[src/rtl/ring_freq_meter_if.sv]
// Control/result bundle of the ring-oscillator frequency meter.
// master = firmware side, slave = meter.
interface ring_freq_meter_if #(
    parameter int GATE_W = 16,
    parameter int CNT_W  = 16
);
    logic              start;
    logic [GATE_W-1:0] gate_cycles;
    logic              abort;
    logic              busy;
    logic [CNT_W-1:0]  result;
    logic              result_valid;
    logic              result_ready;
    logic              overflow;

    modport master (
        output start, gate_cycles, abort, result_ready,
        input  busy, result, result_valid, overflow
    );

    modport slave (
        input  start, gate_cycles, abort, result_ready,
        output busy, result, result_valid, overflow
    );
endinterface

[src/rtl/ring_freq_meter.sv]
// Gated frequency counter: synchronises the ring oscillator into clk and
// counts its rising edges over a programmable window of clk cycles.
module ring_freq_meter #(
    parameter int GATE_W      = 16,
    parameter int CNT_W       = 16,
    parameter int SYNC_STAGES = 2
) (
    input  logic              i_clk,
    input  logic              i_rst,
    input  logic              i_osc_in,
    ring_freq_meter_if.slave  bus
);
    typedef enum logic [1:0] {IDLE, ARM, GATE, DONE} state_t;

    localparam int ARM_W = $clog2(SYNC_STAGES + 1) + 1;

    state_t              r_state;
    logic [SYNC_STAGES-1:0] r_sync;
    logic                r_hist;
    logic [ARM_W-1:0]    r_arm;
    logic [GATE_W-1:0]   r_win;
    logic [CNT_W-1:0]    r_cnt;
    logic                r_ovf_win;
    logic [CNT_W-1:0]    r_result;
    logic                r_valid;
    logic                r_ovf;
    logic                r_busy;

    logic                w_rise;
    logic                w_inc;
    logic                w_cnt_max;
    logic [CNT_W-1:0]    w_cnt_nxt;
    logic                w_ovf_nxt;

    always_ff @(posedge i_clk or posedge i_rst) begin
        if (i_rst) begin
            r_sync <= '0;
            r_hist <= 1'b0;
        end else begin
            r_sync <= {r_sync[SYNC_STAGES-2:0], i_osc_in};
            r_hist <= r_sync[SYNC_STAGES-1];
        end
    end

    assign w_rise    = r_sync[SYNC_STAGES-1] & ~r_hist;
    assign w_inc     = (r_state == GATE) && w_rise;
    assign w_cnt_max = &r_cnt;
    assign w_cnt_nxt = (w_inc && !w_cnt_max) ? r_cnt + 1'b1 : r_cnt;
    assign w_ovf_nxt = r_ovf_win | (w_inc & w_cnt_max);

    // ARM runs SYNC_STAGES+1 cycles so the history flop is also refilled
    // with post-acceptance samples before the first counted edge.
    always_ff @(posedge i_clk or posedge i_rst) begin
        if (i_rst) begin
            r_state   <= IDLE;
            r_arm     <= '0;
            r_win     <= '0;
            r_cnt     <= '0;
            r_ovf_win <= 1'b0;
            r_result  <= '0;
            r_valid   <= 1'b0;
            r_ovf     <= 1'b0;
            r_busy    <= 1'b0;
        end else if (bus.abort) begin
            r_state <= IDLE;
            r_valid <= 1'b0;
            r_ovf   <= 1'b0;
            r_busy  <= 1'b0;
        end else begin
            case (r_state)
                IDLE: begin
                    if (bus.start) begin
                        r_win     <= bus.gate_cycles;
                        r_cnt     <= '0;
                        r_ovf_win <= 1'b0;
                        r_ovf     <= 1'b0;
                        r_arm     <= '0;
                        r_busy    <= 1'b1;
                        if (bus.gate_cycles == '0) begin
                            r_state  <= DONE;
                            r_result <= '0;
                            r_valid  <= 1'b1;
                        end else begin
                            r_state <= ARM;
                        end
                    end
                end
                ARM: begin
                    r_arm <= r_arm + 1'b1;
                    if (r_arm == ARM_W'(SYNC_STAGES))
                        r_state <= GATE;
                end
                GATE: begin
                    r_cnt     <= w_cnt_nxt;
                    r_ovf_win <= w_ovf_nxt;
                    if (r_win == GATE_W'(1)) begin
                        r_state  <= DONE;
                        r_result <= w_cnt_nxt;
                        r_ovf    <= w_ovf_nxt;
                        r_valid  <= 1'b1;
                    end else begin
                        r_win <= r_win - 1'b1;
                    end
                end
                DONE: begin
                    if (bus.result_ready) begin
                        r_state <= IDLE;
                        r_valid <= 1'b0;
                        r_busy  <= 1'b0;
                    end
                end
                default: r_state <= IDLE;
            endcase
        end
    end

    assign bus.busy         = r_busy;
    assign bus.result       = r_result;
    assign bus.result_valid = r_valid;
    assign bus.overflow     = r_ovf;
endmodule

[src/flat_wrapper.sv]
// flat-port wrapper written by rule: the top's interface ports become plain ports
module ring_freq_meter_flat 
#(
    parameter int GATE_W      = 16,
    parameter int CNT_W       = 16,
    parameter int SYNC_STAGES = 2
)
  (i_clk, i_rst, i_osc_in, bus_start, bus_gate_cycles, bus_abort, bus_result_ready, bus_busy, bus_result, bus_result_valid, bus_overflow);
  ring_freq_meter_if #(.GATE_W(GATE_W), .CNT_W(CNT_W)) bus_i ();
  input  logic i_clk;
  input  logic i_rst;
  input  logic i_osc_in;
  input wire logic [$bits(bus_i.start)-1:0] bus_start;
  input wire logic [$bits(bus_i.gate_cycles)-1:0] bus_gate_cycles;
  input wire logic [$bits(bus_i.abort)-1:0] bus_abort;
  input wire logic [$bits(bus_i.result_ready)-1:0] bus_result_ready;
  output wire logic [$bits(bus_i.busy)-1:0] bus_busy;
  output wire logic [$bits(bus_i.result)-1:0] bus_result;
  output wire logic [$bits(bus_i.result_valid)-1:0] bus_result_valid;
  output wire logic [$bits(bus_i.overflow)-1:0] bus_overflow;
  assign bus_i.start = bus_start;
  assign bus_i.gate_cycles = bus_gate_cycles;
  assign bus_i.abort = bus_abort;
  assign bus_i.result_ready = bus_result_ready;
  assign bus_busy = bus_i.busy;
  assign bus_result = bus_i.result;
  assign bus_result_valid = bus_i.result_valid;
  assign bus_overflow = bus_i.overflow;
  ring_freq_meter #(.GATE_W(GATE_W), .CNT_W(CNT_W), .SYNC_STAGES(SYNC_STAGES)) u_core (.i_clk(i_clk), .i_rst(i_rst), .i_osc_in(i_osc_in), .bus(bus_i));
endmodule
[config.mk]
export PLATFORM = sky130hd
export DESIGN_NAME = ring_freq_meter_flat
export DESIGN_NICKNAME = d
export VERILOG_FILES = /design/src/rtl/ring_freq_meter_if.sv /design/src/rtl/ring_freq_meter.sv /design/src/flat_wrapper.sv
export SDC_FILE = /design/constraint.sdc
export NUM_CORES = 1
export LEC_CHECK = 0
export BUFFER_PORTS_ARGS = -buffer_cell sky130_fd_sc_hd__buf_2
export CAP_MARGIN = 20
export CORE_MARGIN = 1.5
export CORE_UTILIZATION = 60
export CTS_BUF_LIST = sky130_fd_sc_hd__clkbuf_4
export DETAILED_ROUTE_END_ITERATION = 12
export PLACE_DENSITY = 0.82
export SLEW_MARGIN = 20
export SYNTH_ARGS = -nofsm -noshare
export SYNTH_HDL_FRONTEND = slang
export SYNTH_SLANG_ARGS = --single-unit
[constraint.sdc]
create_clock -name i_clk -period 4.9 [get_ports i_clk]
set_input_delay 1.225 -clock i_clk [delete_from_list [all_inputs] [get_ports i_clk]]
set_output_delay 1.225 -clock i_clk [all_outputs]
set_load 0.02 [all_outputs]
==> impl_results.md <==
* Synth Area in Compound Gates at 20.7%
* Routed len/inst at 15.5 microns
* Slew Viols, Final at 0
* Critical Path AT at 3.33 ns
* Die H at 79.2 microns
* Clk sinks at 60
* Post-synthesis sequential area ratio at 43.1%
* Setup TNS at 0 ns
* VDD IR max at between 200 and 300 uV
* Clock skew at 0.0125 ns
* Vias in the first global route at around 2900
* Mapped Cells at between 300 and 400
* CTS buffer count at 9
* Dominant cells by area after synthesis: dfrtp_1 43%, nand2_1 4.8%, a21oi_1 4.0%
* Pre-CTS WS at 1.57 ns
* Global-route wire length before repair at around 13000 microns
* Lkg Pwr at 1.64 nW
* Adder-cell share of the synthesized area at 3.23%
* Hold Path End: u_core.r_sync[1]
* Ys async rst share at between 90% and 100%
* Clk slew on worst S/H paths at around 0.10 ns
* Post-route ant nets at 0
* Status: completed
* FF+latch count, synth at 60
* Relative slew slack at 31.3%
* Number of DRC markers in iteration 0 at 230
* DIE WIDTH at 79.2 microns
* R2r setup slk at 1.90 ns
* Post-synth top area cell: dfrtp_1
* First-pass detailed-route iteration total at 5
* Area grow syn2layout at 10.1%
* R2R depth at 7
* CP max stage delay at 0.66 ns
* Root Buffer: clkbuf_4
* Setup Viol. Count Final at 0
* Min-Delay Path Class: flip-flop to flip-flop
* Slowest CP cell: nand3b_2
* Reg area at 1500 sq um
* Top Ports at 41
* Starting density of the core at 62.9%
* Worst Hold Depth at 0
* Drt drc at 0
* Max-capacitance violation count at 0
* Largest net degree at the start of global routing at 38
* Netlist Area Pre-Place at 3490 sq um
* Max frequency at 331 MHz
* YS warnings at 0
* Crit path max-delay family: simple AND/OR/NAND/NOR gates
* TritonCTS clock tree: yes
* Final cycle utilization of the critical path at 61.7%
* Setup ws final at 1.88 ns
* CP Launch Type: input port
* Routability cong. at 0.893
* XOR/XNOR Fraction of Synth Area at 3.52%
* RR Endpoint: u_core.bus.result[1]
* Mapped Nets at around 420
* Critical R2R Launch: u_core.r_state[0]
* Via-to-Cell Ratio at 6.20
* Largest family of logic cells by synthesized area: simple AND/OR/NAND/NOR gates
* Setup CP Type: input port to flip-flop
* Die ar. at roughly 6300 sq um
* Fin crit period at 3.02 ns
* Main synth FF type: dfrtp_1
* PostCTS Resize Cnt at 0
* Skew-Pair Late Insertion Delay at 0.41 ns
* Multi-input combinational cell area at about 1900 sq um
* Cell area power density at 403 nW/um^2
* Clock Tree Buf Depth at 2
* EDFF count, synth at 0
* Netlist cell types at 49
* Hold buffer count at CTS at 0
* CP endpoint kind: flip-flop
* Port buffer count at 40
* Most frequent cell after synthesis: dfrtp_1
* Mux share of post-synthesis cell area at between 3 and 4%
* Critical-path cell list: buf_2 > nor4_1 > a41oi_1 > nand3b_2 > o31ai_1
* CP Data Required Time at 5.21 ns
* Core area at between 5000 and 6000 sq um
* Initial antenna violation count at 0
* Final Net Count at between 400 and 500
* CTS H-tree depth at 3
* Worst Path Buf+Inv at 1
* RSZ-0062 raised after global routing: false
* Share of cells above drive strength 1 at about 15%
* Detailed-placement wirelength estimate at roughly 5300 microns
* Post-Synth Simple-Gate Area at 22.4%
* Post-CTS Setup Bufs at 0
* Mean post-synth cell area at approximately 9.1 sq um
* Min-Delay Startpoint: u_core.r_sync[0]
* Top post-synthesis cells by count: 60 x dfrtp_1, 45 x nand2_1, 28 x a21oi_1, 23 x o21ai_0, 19 x nor4_1
* Slew @ Worst Pin at 1.03 ns
* Fill count at approximately 470
* Max Fanout on Critical Path at 28
* Overall Global Routing Usage at 26.5%
* Final Hold Viols at 0
* Final WL at between 7000 and 8000 microns
* Overflow after GRT at 0
* Vias at 3089
* N_diodes at 0
* # rows at 27
* Synth top area share at 43.1%
## metrics by stage
step                      hold slack [ns]  power, mW  utilization [%]  instances  instance area (sq um)
after global placement              0.337       1.25             67.5        483                   3740
after floorplan                     0.331       1.12                -        385                   3490
after detailed placement            0.335       1.27             67.5        483                   3740
after CTS                           0.357       1.54             69.2        498                   3840
after global routing                0.366       1.66             69.2        498                   3840
final                               0.355       1.55             69.2        498                   3840
## final cells by class
class,instances,area share (%)
multi-input cells,289,48.3
flip-flops and latches,60,39.1
repair buffers,44,6.00
well taps,72,2.35
clock buffers,10,1.96
inverters,18,1.76
clock inverters,5,0.522
## layer usage
metal	part of all wire [%]	vias up	track usage, %
li1	-	1515	-
met1	47	1455	35.0
met2	46	105	42.3
met3	5.5	14	4.71
met4	2.3	0	12.6
met5	0	-	0
## where the power goes
group	switching, mW	internal [mW]	total (mW)
clock	0.180	0.0999	0.280
combinational	0.362	0.209	0.570
sequential	0.113	0.582	0.696
## state kept, by name, indices dropped and copies added (netlist names)
signal                   flops
u_core.r_ovf_win             1
u_core.r_win                16
u_core.bus.result           16
u_core.r_hist                1
u_core.bus.overflow          1
u_core.r_arm                 3
u_core.bus.busy              1
u_core.bus.result_valid      1
u_core.r_cnt                16
u_core.r_state               2
u_core.r_sync                2
## cell families (layout without fill, tap and decap cells)
family	after synthesis	count (layout)
AND/OR/NAND/NOR	145	145
AO/OA/AOI/OAI	110	110
flip-flops	60	60
buffers and inverters	36	77
XOR/XNOR	14	14
multiplexers	11	11
adder cells (fa/ha/maj)	9	9
## cell usage in the layout (no fill, tap or decap), drive strengths merged, types with 11 or more instances in the layout
cell / count
dfrtp: 60
nand2: 45
buf: 44
a21oi: 28
o21ai: 27
nor4: 19
nor2: 18
inv: 18
o31ai: 16
or3: 12
mux2i: 11
## worst max-delay path by stage
stage                              from                     to  slack [ns]  depth (start not counted)
floorplan                         i_rst        u_core.bus.busy        2.19                          1
global placement    bus_gate_cycles[14]  u_core.bus.result[11]        1.57                          5
detailed placement  bus_gate_cycles[14]   u_core.bus.result[5]        1.57                          5
CTS                   u_core.r_state[0]  u_core.bus.result[13]        1.92                          7
global route          u_core.r_state[0]   u_core.bus.result[3]        1.63                          7
finish              bus_gate_cycles[14]   u_core.bus.result[5]        1.88                          5
Power figures use the tool's default switching activity.
